`src/rtl/riscv_pkg.sv`:
```
// Shared fetch-stage definitions: PC FSM state encoding, default vectors and
// the redirect-target alignment check.
package riscv_pkg;

  typedef logic [1:0] pc_state_t;

  localparam pc_state_t ST_BOOT = 2'd0;
  localparam pc_state_t ST_RUN  = 2'd1;
  localparam pc_state_t ST_HALT = 2'd2;

  localparam logic [31:0] DEF_RESET_VECTOR = 32'h0000_0000;
  localparam logic [31:0] DEF_TRAP_VECTOR  = 32'h0000_0100;

  // With compressed instructions only bit 0 matters; otherwise bit 1 flags a misaligned target.
  function automatic logic is_misaligned(input logic [1:0] addr_lo, input logic c_ext);
    return c_ext ? addr_lo[0] : addr_lo[1];
  endfunction

endpackage

```
`src/rtl/pc_gen.sv`:
```
// Fetch-stage program-counter generator: boot/run/halt FSM, prioritised
// next-PC selection, EPC capture and misaligned-redirect trapping.
module pc_gen
  import riscv_pkg::*;
#(
  parameter int unsigned     XLEN         = 32,
  parameter logic [XLEN-1:0] RESET_VECTOR = XLEN'(DEF_RESET_VECTOR),
  parameter logic [XLEN-1:0] TRAP_VECTOR  = XLEN'(DEF_TRAP_VECTOR),
  parameter bit              C_EXT        = 1'b0
) (
  input  logic            clk,
  input  logic            reset,
  input  logic            stall,
  input  logic            fetch_ready,
  output logic [XLEN-1:0] pc_out,
  output logic            pc_valid,
  input  logic            step_half,
  input  logic            redirect,
  input  logic [XLEN-1:0] redirect_pc,
  input  logic [XLEN-1:0] redirect_src_pc,
  input  logic            trap,
  input  logic [XLEN-1:0] trap_epc,
  input  logic            mret,
  input  logic            halt_req,
  input  logic            resume,
  output logic [XLEN-1:0] epc_out,
  output logic            misalign_exc,
  output logic            halted
);

  pc_state_t       state, state_nxt;
  logic [XLEN-1:0] pc_nxt, epc_nxt, step;
  logic            misalign_nxt, valid_nxt, halted_nxt;
  logic            adv, redir_bad, flush;

  assign adv       = pc_valid & fetch_ready & ~stall;
  assign redir_bad = is_misaligned(redirect_pc[1:0], C_EXT);
  assign flush     = trap | mret | redirect;
  assign step      = (C_EXT && step_half) ? XLEN'(2) : XLEN'(4);

  // State register
  always_ff @(posedge clk) begin
    if (reset) state <= ST_BOOT;
    else       state <= state_nxt;
  end

  // Next-state logic
  always_comb begin
    state_nxt = state;
    case (state)
      ST_BOOT: state_nxt = ST_RUN;
      ST_RUN:  if (!flush && halt_req) state_nxt = ST_HALT;
      ST_HALT: if (resume || trap) state_nxt = ST_RUN;
      default: state_nxt = ST_BOOT;
    endcase
  end

  // Next values of the registered outputs; flushes ignore stall and fetch_ready
  always_comb begin
    pc_nxt       = pc_out;
    epc_nxt      = epc_out;
    misalign_nxt = 1'b0;
    valid_nxt    = (state_nxt == ST_RUN);
    halted_nxt   = (state_nxt == ST_HALT);
    case (state)
      ST_RUN: begin
        if (trap) begin
          pc_nxt  = TRAP_VECTOR;
          epc_nxt = trap_epc;
        end else if (mret) begin
          pc_nxt = epc_out;
        end else if (redirect && redir_bad) begin
          pc_nxt       = TRAP_VECTOR;
          epc_nxt      = redirect_src_pc;
          misalign_nxt = 1'b1;
        end else if (redirect) begin
          pc_nxt = redirect_pc;
        end else if (!halt_req && adv) begin
          pc_nxt = pc_out + step;
        end
      end
      ST_HALT: begin
        if (trap) begin
          pc_nxt  = TRAP_VECTOR;
          epc_nxt = trap_epc;
        end
      end
      default: ;
    endcase
  end

  // Output registers
  always_ff @(posedge clk) begin
    if (reset) begin
      pc_out       <= RESET_VECTOR;
      pc_valid     <= 1'b0;
      epc_out      <= '0;
      misalign_exc <= 1'b0;
      halted       <= 1'b0;
    end else begin
      pc_out       <= pc_nxt;
      pc_valid     <= valid_nxt;
      epc_out      <= epc_nxt;
      misalign_exc <= misalign_nxt;
      halted       <= halted_nxt;
    end
  end

endmodule
```
`config.mk`:
```
export PLATFORM = sky130hd
export DESIGN_NAME = pc_gen
export DESIGN_NICKNAME = d
export VERILOG_FILES = /design/src/rtl/riscv_pkg.sv /design/src/rtl/pc_gen.sv
export SDC_FILE = /design/constraint.sdc
export NUM_CORES = 1
export LEC_CHECK = 0
export ABC_AREA = 1
export BUFFER_PORTS_ARGS = -buffer_cell sky130_fd_sc_hd__buf_2
export CAP_MARGIN = 20
export CORE_ASPECT_RATIO = 0.75
export CORE_MARGIN = 3
export CORE_UTILIZATION = 50
export CTS_CLUSTER_DIAMETER = 120
export CTS_CLUSTER_SIZE = 14
export DETAILED_ROUTE_END_ITERATION = 10
export PLACE_DENSITY = 0.9
export SYNTH_ARGS = -nofsm -noshare
export SYNTH_HDL_FRONTEND = slang
export SYNTH_SLANG_ARGS = --single-unit
```
`constraint.sdc`:
```
create_clock -name clk -period 2.4 [get_ports clk]
set_clock_uncertainty 0.1 [all_clocks]
set_input_delay 0.72 -clock clk [delete_from_list [all_inputs] [get_ports clk]]
set_output_delay 0.72 -clock clk [all_outputs]
set_load 0.005 [all_outputs]
```
==> qor.yml, run 1 <==
hold-worst-slack_ns: 0.3829
power_frac_clock: 0.432
cp-end-kind: "flip-flop"
worstHoldStart: "epc_out[16]"
clk_pin_slew_ns: 0.06
min_path_cells: 2
worstPathMaxFanout: 20
startpoint_type: "flip-flop"
cts_tree: "done"
htree_num_levels: 3
rows: 29
postPlaceCellArea_um2: 5489
antenna_found_initial: 0
wl_um: 15230
finalCritPeriodShare: 0.8907
instances_no_fill: 1039
grt_pass1_wl_um: 23930
final_antenna_net_count: 0
vdd_drop_max_mv: 0.3469
timing.rr.start: "state[0]"
diodes: 0
dr.pass1.iters: 6
arrival_ns: 2.29
rrSetupSlack_ns: 0.26
vias_per_cell: 5.306
core_area_um2: 8563
place_congestion: 0.9375
reg2reg_depth: 8
cp_data_required_time_ns: 2.55
drt-initial-drc-count: 499
powerDensity_nw_per_um2: 538.2
port_buffers: 171
grt-ovfl-total: 0
regToRegEndpoint: "pc_out[13]"
wl_per_cell_um: 14.66
clockRootBuffer: "clkbuf_16"
grt_start_max_net_pins: 48
synth.avg_cell_area_um2: 5.834
die_w_um: 114.9
ioPinCount: 173
via_count: 5513
ys_types: 32
floorplan.die_area_um2: 10070
ys_seq_area_frac: 0.3107
final_max_slew_viol_count: 0
cts_num_sinks: 69
switching_share: 0.2841
power_uw: 3116
synth-warning-count: 0
fin_util: 0.6761
hp-class: "reg2reg"
maxCapViolCount: 0
cts_setup_buffers: 0
crit_type: "reg2reg"
fillers: 776
fp.dieH_um: 87.66
pwr-share-comb: 0.169
insertion_delay_ns: 0.33
syn_inst: 762
finalHoldViolations: 0
ys_seq_elements: 69
netlist_area_um2: 4446
max_slew.worst_pin.slew_ns: 0.5523
grt_setup_unrepaired: "no"
synth_nets: 873
design_area_um2: 5789
p_switching_uw: 885.2
grt.total_usage: 0.2985
cts_made_buffers: 9
drc: 0
grt_pass1_vias: 4912
min_to: "epc_out[16]"
hpwl_um: 11550
period_needed_ns: 2.138
layout-drive-gt1-share: 0.2470
slew_headroom: 0.6314
start_util: 0.5191
pwr-share-seq: 0.399
cts_buffer_depth: 2
area_growth_pct: 30.23
nets: 1037
dp.cells: 1023
status: "completed"
max_freq_ghz: 0.4678
intPower_uw: 2230
leakagePower_uw: 0.002664
finalSetupViolCount: 0
-- registers in the layout (all words and copies together) (netlist names) --
register and cells:
halted 1, pc_out 32, misalign_exc 1, epc_out 32, state 2, pc_valid 1
-- power by group through the flow --
stage               clock network, uW  logic [uW]  registers (uW)
floorplan                           0         279            1260
global placement                    0         510            1270
detailed placement                  0         519            1270
CTS                              1350         522            1240
global route                     1410         589            1250
finish                           1350         527            1240
-- area by class of cell --
cell class,instances,area [um^2],share of cell area
clock buffer,10,229.0,0.03955
clock inverter,6,68.82,0.01189
inverter,51,191.4,0.03307
multi-input combinational,604,2703,0.4668
sequential,69,1381,0.2386
tap,108,135.1,0.02334
timing repair buffer,191,1081,0.1867
-- per-layer routing --
| layer | wire, um | vias up | global-route usage |
|---|---|---|---|
| li1 | - | 2745 | - |
| met1 | 6600 | 2448 | 0.4165 |
| met2 | 6625 | 289 | 0.4606 |
| met3 | 1709 | 31 | 0.07735 |
| met4 | 295 | 0 | 0.07783 |
| met5 | 0 | - | 0 |
-- logic make-up after synthesis --
group / Yosys count / synth area share
AO/OA/AOI/OAI: 136 / 0.1587
adder cells (fa/ha/maj): 5 / 0.01407
XOR/XNOR: 8 / 0.01576
buffers and inverters: 89 / 0.08387
AND/OR/NAND/NOR: 454 / 0.4146
multiplexers: 1 / 0.002252
flip-flops: 69 / 0.3107
-- synth_stat cells --
cell	n	share of area
buf_2	18	0.020
mux2i_1	1	0.0023
nand4_1	3	0.0042
a22oi_1	2	0.0034
xor2_1	2	0.0039
nand3_1	38	0.043
or2_2	1	0.0014
o21ai_1	4	0.0045
nor4_1	1	0.0014
nand2_1	275	0.23
clkbuf_4	1	0.0017
a21oi_1	85	0.096
o21ai_0	36	0.041
o22ai_1	6	0.0084
clkbuf_2	1	0.0011
o21bai_1	2	0.0034
nand3b_1	1	0.0017
inv_2	2	0.0017
buf_4	3	0.0051
inv_1	49	0.041
nand3_2	2	0.0045
nor2_4	1	0.0025
nor3_1	1	0.0011
o211ai_2	1	0.0028
nor2_1	115	0.097
nor2_8	1	0.0045
ha_1	5	0.014
xnor2_1	6	0.012
dfxtp_1	69	0.31
nor2_2	11	0.015
nand2_2	4	0.0056
clkbuf_1	15	0.013
-- placed cells by master, fill, tap and decap left out, types with 2 or more instances in the layout --
master     instances
a21oi_1           85
o21bai_1           2
inv_1             49
clkbuf_16          9
o22ai_1            6
nor2_2            12
nor2_1           114
dfxtp_1           69
inv_6              2
o21ai_1            4
nand2_1          275
buf_12             6
nand4_1            3
ha_1               5
nand3_2            2
buf_2            171
inv_2              2
xor2_1             2
a22oi_1            2
buf_4             14
nand3_1           38
xnor2_1            6
o21ai_0           36
nand2_2            4
-- critical path, stage by stage (launching register included) --
cell	delay, ns
dfxtp_1	0.39
inv_1	0.10
ha_1	0.26
o21ai_1	0.18
nand2_1	0.11
nor2_2	0.45
buf_12	0.23
nand2_1	0.08
a21oi_1	0.16
-- worst max-delay path by stage --
stage,from,slack (ns),end
finish,state[0],0.26,pc_out[13]
global route,state[0],0.07,pc_out[13]
CTS,state[0],0.03,pc_out[13]
detailed placement,halt_req,-0.05,pc_out[24]
global placement,halt_req,0.01,pc_out[13]
floorplan,trap,0.46,pc_out[3]
-- through the flow --
stage	TNS, ns	worst slack [ns]
floorplan	0	0.4606
global placement	0	0.01159
detailed placement	-0.6726	-0.05358
CTS	0	0.03367
global route	0	0.07405
finish	0	0.2623
-- timing repair --
action	4_1_cts	5_1_grt
hold buffers	0	0
gates resized for setup	0	1
setup endpoints to repair	0	21
Note: power is estimated with default switching activity, not from simulation.
==> run 2, diff against run 1 <==
--- a/config.mk
+++ b/config.mk
@@ -8,13 +8,16 @@
 export ABC_AREA = 1
 export BUFFER_PORTS_ARGS = -buffer_cell sky130_fd_sc_hd__buf_2
 export CAP_MARGIN = 20
+export CELL_PAD_IN_SITES_DETAIL_PLACEMENT = 0
+export CELL_PAD_IN_SITES_GLOBAL_PLACEMENT = 1
 export CORE_ASPECT_RATIO = 0.75
 export CORE_MARGIN = 3
-export CORE_UTILIZATION = 50
+export CORE_UTILIZATION = 32
 export CTS_CLUSTER_DIAMETER = 120
 export CTS_CLUSTER_SIZE = 14
 export DETAILED_ROUTE_END_ITERATION = 10
-export PLACE_DENSITY = 0.9
+export PLACE_DENSITY = 0.88
+export REMOVE_ABC_BUFFERS = 1
 export SYNTH_ARGS = -nofsm -noshare
 export SYNTH_HDL_FRONTEND = slang
 export SYNTH_SLANG_ARGS = --single-unit
==> run 2 against run 1 <==
Compared with the run above: wire length increased by 0.64%; final cell count is 5.8% higher; register-to-register slack better by 0.02 ns; global-route usage shrank 10 points; worst setup slack better by 0.015 ns; utilization shrank 24 points; die area up 53%; power is 3.5% lower.
==> qor.yml, run 2 (synthesis results as in run 1) <==
clk_pin_slew_ns: 0.06  # about the same
finalCritPeriodShare: 0.8845  # -0.006259
max_freq_ghz: 0.4711  # +0.71%
cp_data_required_time_ns: 2.57  # +0.02 ns
clockRootBuffer: "clkbuf_16"
hold-worst-slack_ns: 0.3725  # -0.01045 ns
grt-ovfl-total: 0  # unchanged
holdBufCountCts: 0  # unchanged
cts_made_buffers: 9  # unchanged
grt_pass1_wl_um: 24120  # +0.81%
grt.total_usage: 0.1979  # -0.1005
final_cell_mix: "nand2_1 (275), buf_2 (171), nor2_1 (114), a21oi_1 (85), dfxtp_1 (69)"
rrSetupSlack_ns: 0.28  # +0.02 ns
cts_setup_buffers: 0  # unchanged
crit_type: "reg2reg"
grt_pass1_vias: 4667  # -5.0%
crit_start: "state[0]"
layout-drive-gt1-share: 0.2457  # -0.001357
post_cts_resized: 0  # unchanged
area_growth_pct: 30.28  # about the same
place_ws_ns: 0.1127  # +0.1662 ns
wl_per_cell_um: 13.95  # -4.9%
die_w_um: 142.1  # +24%
hp-class: "reg2reg"
cts_buffer_depth: 2  # unchanged
period_needed_ns: 2.123  # -0.01502 ns
slew_headroom: 0.5693  # -0.06206
vias_per_cell: 4.692  # -12%
fillers: 1475  # +90%
start_util: 0.3346  # -0.1846
fp.dieH_um: 108.1  # +23%
antenna_found_initial: 0  # unchanged
nets: 1034  # -0.29%
layout_commonest_cell: "nand2_1"
vdd_drop_max_mv: 0.3160  # -8.9%
final_max_slew_viol_count: 0  # unchanged
place_congestion: 0.9119  # -2.7%
timing.rr.start: "state[0]"
drc: 0  # unchanged
grt_start_max_net_pins: 54  # +13%
worstHoldStart: "epc_out[4]"
startpoint_type: "flip-flop"
status: "completed"
reg.largest.list: "epc_out (32), pc_out (32), state (2)"
drt-initial-drc-count: 317  # -36%
via_count: 5156  # -6.5%
seq_area_um2: 1381  # unchanged
multiInputGateArea_um2: 2708  # +0.19%
floorplan.die_area_um2: 15360  # +53%
regToRegEndpoint: "pc_out[19]"
leakagePower_uw: 0.002622  # -1.6%
powerDensity_nw_per_um2: 519.2  # -3.5%
arrival_ns: 2.30  # about the same
max_slew.worst_pin.slew_ns: 0.6450  # +0.09274 ns
fin_util: 0.4359  # -0.2402
finalSetupViolCount: 0  # unchanged
cp-end-kind: "flip-flop"
rows: 36  # +24%
wl_um: 15330  # +0.64%
cts_num_sinks: 69  # unchanged
grt_setup_unrepaired: "no"
finalHoldViolations: 0  # unchanged
ioPinCount: 173  # unchanged
hpwl_um: 11320  # -2.0%
dr.pass1.iters: 5  # -1
reg2reg_depth: 8  # unchanged
core_area_um2: 13290  # +55%
port_buffers: 171  # unchanged
cts_tree: "done"
insertion_delay_ns: 0.34  # about the same
htree_num_levels: 3  # unchanged
endpoint: "pc_out[19]"
setup_ws_ns: 0.2773  # +0.01502 ns
maxCapViolCount: 0  # unchanged
final_antenna_net_count: 0  # unchanged
worstPathMaxFanout: 18  # -10%
diodes: 0  # unchanged
[run 2: cell count changes in the layout (fill, tap and decap cells not counted)]
cell | before | now
buf_12 | 6 | 3
bufinv_16 | 1 | 0
clkbuf_1 | 1 | 0
clkinv_2 | 1 | 2
clkinv_4 | 1 | 2
clkinvlp_4 | 1 | 2
inv_6 | 2 | 1
nor2_2 | 12 | 11
nor2_4 | 1 | 2
[run 2: per-stage QoR]
stage / total power (uW) / instance area [um^2] / setup TNS, ns / instances
2_1_floorplan: 1500 / 4264 / -18.74 / 724
3_3_place_gp: 1773 / 5515 / 0 / 1083
3_5_place_dp: 1779 / 5515 / 0 / 1083
4_1_cts: 3036 / 5792 / 0 / 1099
5_1_grt: 3156 / 5792 / 0 / 1099
6_report: 3007 / 5792 / 0 / 1099
[run 2: area by class of cell]
cell class,instances,share of cell area
Clock inverter,7,0.008857
Tap cell,171,0.03694
Sequential cell,69,0.2385
Multi-Input combinational cell,604,0.4675
Timing Repair Buffer,188,0.1763
Inverter,51,0.03305
Clock buffer,9,0.03889
[run 2: worst min path at each step]
stage | endpoint | slack, ns | cells after the start
final | epc_out[4] | 0.37 | 2
after global routing | epc_out[3] | 0.40 | 2
after CTS | epc_out[4] | 0.38 | 2
after detailed placement | epc_out[4] | 0.37 | 2
after global placement | epc_out[3] | 0.36 | 2
after floorplan | epc_out[0] | 0.36 | 2
[run 2: worst max-delay path: stages, from the launching register on]
cell and delay (ns):
dfxtp_1 0.41, inv_1 0.11, ha_1 0.23, o21ai_1 0.17, nand2_1 0.10, nor2_2 0.50
buf_12 0.24, nand2_1 0.07, a21oi_1 0.13
[run 2: where the power goes]
group          switching (uW)  internal (uW)  total [uW]
logic                     295            213         509
clock network             553            702        1260
registers                47.5           1200        1240
total                     896           2110        3010
[run 2: metal layers]
metal	vias up	routed length [um]	track usage	part of all wire
li1	2747	-	-	-
met5	-	0	0	0
met4	0	204	0.04795	0.013
met2	163	6312	0.3034	0.41
met3	16	1135	0.05570	0.074
met1	2230	7676	0.2750	0.50
